$ cat config.mk
export PLATFORM = sky130hd
export DESIGN_NAME = pipeline_freeze_ctl
export DESIGN_NICKNAME = d
export VERILOG_FILES = /design/src/rtl/pipeline_freeze_ctl.sv
export SDC_FILE = /design/constraint.sdc
export NUM_CORES = 1
export LEC_CHECK = 0
export ABC_AREA = 1
export BUFFER_PORTS_ARGS = -buffer_cell sky130_fd_sc_hd__clkbuf_2
export CAP_MARGIN = 20
export CORE_AREA = 4 4 41 43
export DETAILED_ROUTE_END_ITERATION = 16
export DIE_AREA = 0 0 45 47
export PLACE_DENSITY = 0.59
export SYNTH_ARGS = -nofsm -noshare
export SYNTH_HDL_FRONTEND = slang
export SYNTH_SLANG_ARGS = --single-unit
$ cat constraint.sdc
create_clock -name CLK -period 2.5 [get_ports CLK]
set_input_delay 0.375 -clock CLK [delete_from_list [all_inputs] [get_ports CLK]]
set_output_delay 0.375 -clock CLK [all_outputs]
set_load 0.05 [all_outputs]
$ cat src/rtl/pipeline_freeze_ctl.sv
// Pipeline freeze/bubble controller: hazard, MDU-occupancy and memory-stall arbitration.
// Optional stall-cycle performance counter is built when FREEZE_PERF_EN is defined.
module pipeline_freeze_ctl #(
  parameter int MULT_LAT = 4,
  parameter int DIV_LAT  = 32
) (
  input  logic        CLK,
  input  logic        RESET,
  input  logic        FWD_REQ_FREEZE,
  input  logic        LOAD_USE_REQ,
  input  logic        MDU_START,
  input  logic        MDU_IS_DIV,
  input  logic        MDU_READ,
  input  logic        MEM_STALL,
  output logic        FREEZE_IF,
  output logic        FREEZE_ID,
  output logic        BUBBLE_EXE,
  output logic        FWD_HIST_BUBBLE,
  output logic        FREEZE_ALL,
  output logic        MDU_BUSY,
`ifdef FREEZE_PERF_EN
  output logic [31:0] STALL_CYCLES,
`endif
  output logic [1:0]  STALL_CAUSE
);

  localparam logic [5:0] MULT_LAT_C = 6'(MULT_LAT);
  localparam logic [5:0] DIV_LAT_C  = 6'(DIV_LAT);

  typedef enum logic [1:0] {
    S_RUN = 2'b00,
    S_HAZ = 2'b01,
    S_MDU = 2'b10,
    S_MEM = 2'b11
  } state_e;

  state_e     state_q, state_d;
  logic [5:0] mdu_cnt_q, mdu_cnt_d;
  logic       mdu_hold;
  logic       fwd_haz;
  logic       hazard;

  // A new MDU_START always restarts the occupancy window, even mid-operation.
  always_comb begin
    mdu_cnt_d = mdu_cnt_q;
    if (MDU_START) begin
      mdu_cnt_d = MDU_IS_DIV ? DIV_LAT_C : MULT_LAT_C;
    end else if (mdu_cnt_q != 6'd0) begin
      mdu_cnt_d = mdu_cnt_q - 6'd1;
    end
  end

  always_ff @(posedge CLK) begin
    if (!RESET) begin
      mdu_cnt_q <= 6'd0;
    end else begin
      mdu_cnt_q <= mdu_cnt_d;
    end
  end

  assign MDU_BUSY = (mdu_cnt_q != 6'd0);
  assign mdu_hold = MDU_READ & MDU_BUSY;
  assign fwd_haz  = FWD_REQ_FREEZE | LOAD_USE_REQ;
  assign hazard   = fwd_haz | mdu_hold;

  // Memory stall freezes everything in place, so no bubble is injected behind it.
  always_comb begin
    FREEZE_IF       = 1'b0;
    FREEZE_ID       = 1'b0;
    BUBBLE_EXE      = 1'b0;
    FWD_HIST_BUBBLE = 1'b0;
    FREEZE_ALL      = 1'b0;
    if (RESET) begin
      if (MEM_STALL) begin
        FREEZE_IF  = 1'b1;
        FREEZE_ID  = 1'b1;
        FREEZE_ALL = 1'b1;
      end else if (hazard) begin
        FREEZE_IF       = 1'b1;
        FREEZE_ID       = 1'b1;
        BUBBLE_EXE      = 1'b1;
        FWD_HIST_BUBBLE = 1'b1;
      end
    end
  end

  always_comb begin
    state_d = S_RUN;
    if (MEM_STALL) begin
      state_d = S_MEM;
    end else if (mdu_hold) begin
      state_d = S_MDU;
    end else if (fwd_haz) begin
      state_d = S_HAZ;
    end
  end

  always_ff @(posedge CLK) begin
    if (!RESET) begin
      state_q <= S_RUN;
    end else begin
      state_q <= state_d;
    end
  end

  assign STALL_CAUSE = state_q;

`ifdef FREEZE_PERF_EN
  logic [31:0] stall_cnt_q, stall_cnt_d;

  always_comb begin
    stall_cnt_d = stall_cnt_q;
    if (FREEZE_IF && (stall_cnt_q != 32'hFFFF_FFFF)) begin
      stall_cnt_d = stall_cnt_q + 32'd1;
    end
  end

  always_ff @(posedge CLK) begin
    if (!RESET) begin
      stall_cnt_q <= 32'd0;
    end else begin
      stall_cnt_q <= stall_cnt_d;
    end
  end

  assign STALL_CYCLES = stall_cnt_q;
`endif

endmodule
==> impl_results.md <==
- Full die area: 2115 sq um
- WP data required: 2.12 ns
- Drt total wl: 803 um
- Post-synthesis sequential area ratio: 37.76%
- Routed wire per std cell: 8.728 um
- Unrepaired setup endpoints after global routing: false
- DRC viols: 0
- IO Count: 16
- CP Capture Type: output port
- CP peak stage delay: 0.30 ns
- ANT cells: 0
- Layout cell share with drive strength beyond 1: 28.57%
- Period utilization: 84.67%
- Peak VDD IR: 0.0004241 V
- Initial antenna violation count: 0
- DP Worst Slack: 0.6400 ns
- CTS tree: yes
- Status: finished, final reports clean
- Adder-cell share of the synthesized area: 2.950%
- Register area: 160.2 sq um
- Worst slew pin tran: 0.3611 ns
- Initial drt markers: 10
- Peak Freq: 472.4 MHz
- P&R area growth vs syn: 24.78%
- Max Clock Skew: 0.005877 ns
- Synth Area in Simple Gates: 31.86%
- Max-Cap Viols: 0
- Setup TNS: 0 ns
- Die height: 47 um
- Post-synthesis mux area share: 0%
- Synth top area cells: dfxtp_1, nand2_1, inv_1
- Pre-antenna DRT Iters: 2
- Rows: 13
- Largest net degree at the start of global routing: 9
- Synth Cell Area: 424.2 sq um
- Synthesis Warnings: 0
- Resized Gates After CTS: 0
- Hold Buf Count CTS: 0
- Hold Path Class: in -> reg
- Number of global-route vias before repair: 322
- Max-slew headroom: 75.67%
- Power per cell area: 947.5 nW/um^2
- DRT antenna net count: 0
- Total GRT Usage: 8.565%
- Total gr overflow: 0
- Largest family of logic cells by synthesized area: simple AND/OR/NAND/NOR gates
- Area of the multi-input gates: 215.2 sq um
- Final worst setup slack: 0.3832 ns
- Share of the synthesized area in the top cell type: 37.76%
- First-pass GRT wire length: 1207 um
- Pins over their slew limit: 0
- Mapped Cells: 61
- # fillers: 143
- Post-synthesis register bit count: 8
- Setup violators final: 0
- Compound-Gate Fraction of Synth Area: 10.91%
- Gpl congestion: 0.7776
- Clock Sinks: 8
- Via-to-Cell Ratio: 4.467
- IO Port Bufs: 15
- Setup Crit Path Kind: reg -> out
- Total CTS buffers: 3
- CP cell instances: inv_1, ha_1, inv_1, nor2_2, nand3_4, nand3_1, nand3_1, clkbuf_2
- P_leak: 0.2908 nW
- H-tree level count: 1
- Tmin final: 2.117 ns
- Slowest cell on the critical path: dfxtp_1
- Synth unique cells: 16
- Buffer depth of the longest clock path: 2
- Net Count, Synth: 70
- Die W: 45 um
- WP data arrival: 1.74 ns
- Hold Violations, Final: 0
- Startpoint Class: flop
- Crit Path Max Fanout: 8
- Dpl hpwl: 644.1 um
- Net count reported at finish: 88
- Vias: 411
- Core ar.: 1301 sq um
- Synth Area in XOR/XNOR: 4.130%
- Clk_lat worst skew: 0.26 ns
- Starting Density: 32.60%
- Syn_area_per_cell: 6.953 sq um
- Cell taking the most area after synthesis: dfxtp_1
- Clk slew on worst S/H paths: 0.05 ns
- Post-CTS setup buffers: 0
- CTS root buffer: clkbuf_4
==> cells by family (layout without fill, tap and decap cells) <==
group | count (synthesis) | in the layout
fa+ha+maj | 1 | 1
xor+xnor | 2 | 2
simple gates | 29 | 29
compound gates | 9 | 9
buf+inv | 12 | 28
flops | 8 | 8
==> per-stage QoR <==
stage / hold WS (ns) / util, % / cells / cell area (sq um) / power (mW)
6_report: 0.3401 / 40.67 / 92 / 529.3 / 0.5015
5_1_grt: 0.3448 / 40.67 / 92 / 529.3 / 0.5388
4_1_cts: 0.3384 / 40.67 / 92 / 529.3 / 0.5098
3_5_place_dp: 0.4517 / 38.94 / 89 / 506.7 / 0.4049
3_3_place_gp: 0.4517 / 38.94 / 89 / 506.7 / 0.4071
2_1_floorplan: 0.4391 / - / 61 / 427.9 / 0.3638
==> worst max-delay path: cells and delay by family, from the launching register on <==
family | cells | cell delay [ns]
buf+inv | 3 | 0.44
flops | 1 | 0.30
simple gates | 4 | 0.55
fa+ha+maj | 1 | 0.20
==> synth_stat cells <==
cell,number
nand3_1,4
dfxtp_1,8
o21ai_0,2
xor2_1,1
xnor2_1,1
buf_4,2
nand3_4,1
o22ai_1,1
o21ai_1,1
nor2_1,7
nor2_2,2
nand2_1,14
a21oi_1,5
ha_1,1
nand4_1,1
inv_1,10
==> metal layers <==
layer	vias up	global-route usage, %	part of all wire [%]
met3	0	6.897	11
met1	171	10.57	48
li1	225	-	-
met5	-	0	0
met4	0	3.509	0
met2	15	10.73	41
==> final timing paths <==
kind | from | cells after the start | slack [ns] | to
worst max register to register | mdu_cnt_q[0] | 7 | 1.20 | STALL_CAUSE[1]
worst min-delay path | MDU_IS_DIV | 2 | 0.34 | mdu_cnt_q[2]
worst max-delay path | mdu_cnt_q[0] | 8 | 0.38 | FREEZE_ID
worst min register to register | mdu_cnt_q[5] | 2 | 0.46 | mdu_cnt_q[5]
==> final cells by class <==
type / count / area share [%]
tap: 15 / 3.546
multi-input combinational: 41 / 40.66
clock buffer: 3 / 4.255
sequential: 8 / 30.26
timing repair buffer: 15 / 14.18
inverter: 10 / 7.092
==> flip-flops by register name, indices dropped and copies added, names as in the netlist <==
register and flops:
mdu_cnt_q 6, STALL_CAUSE 2
==> report_power, final <==
group | internal (mW) | total [mW] | switching (mW)
sequential | 0.150 | 0.161 | 0.0115
clock | 0.0550 | 0.101 | 0.0455
combinational | 0.0694 | 0.240 | 0.171
total | 0.274 | 0.501 | 0.227
==> cells in the final DEF (no fill, tap or decap), drive strengths merged <==
| master | synthesis | routed |
|---|---|---|
| nand2 | 14 | 14 |
| inv | 10 | 10 |
| nand4 | 1 | 1 |
| clkbuf | 0 | 18 |
| xnor2 | 1 | 1 |
| ha | 1 | 1 |
| o21ai | 3 | 3 |
| xor2 | 1 | 1 |
| nor2 | 9 | 9 |
| nand3 | 5 | 5 |
| o22ai | 1 | 1 |
| a21oi | 5 | 5 |
| dfxtp | 8 | 8 |
Note: power is estimated with default switching activity, not from simulation.
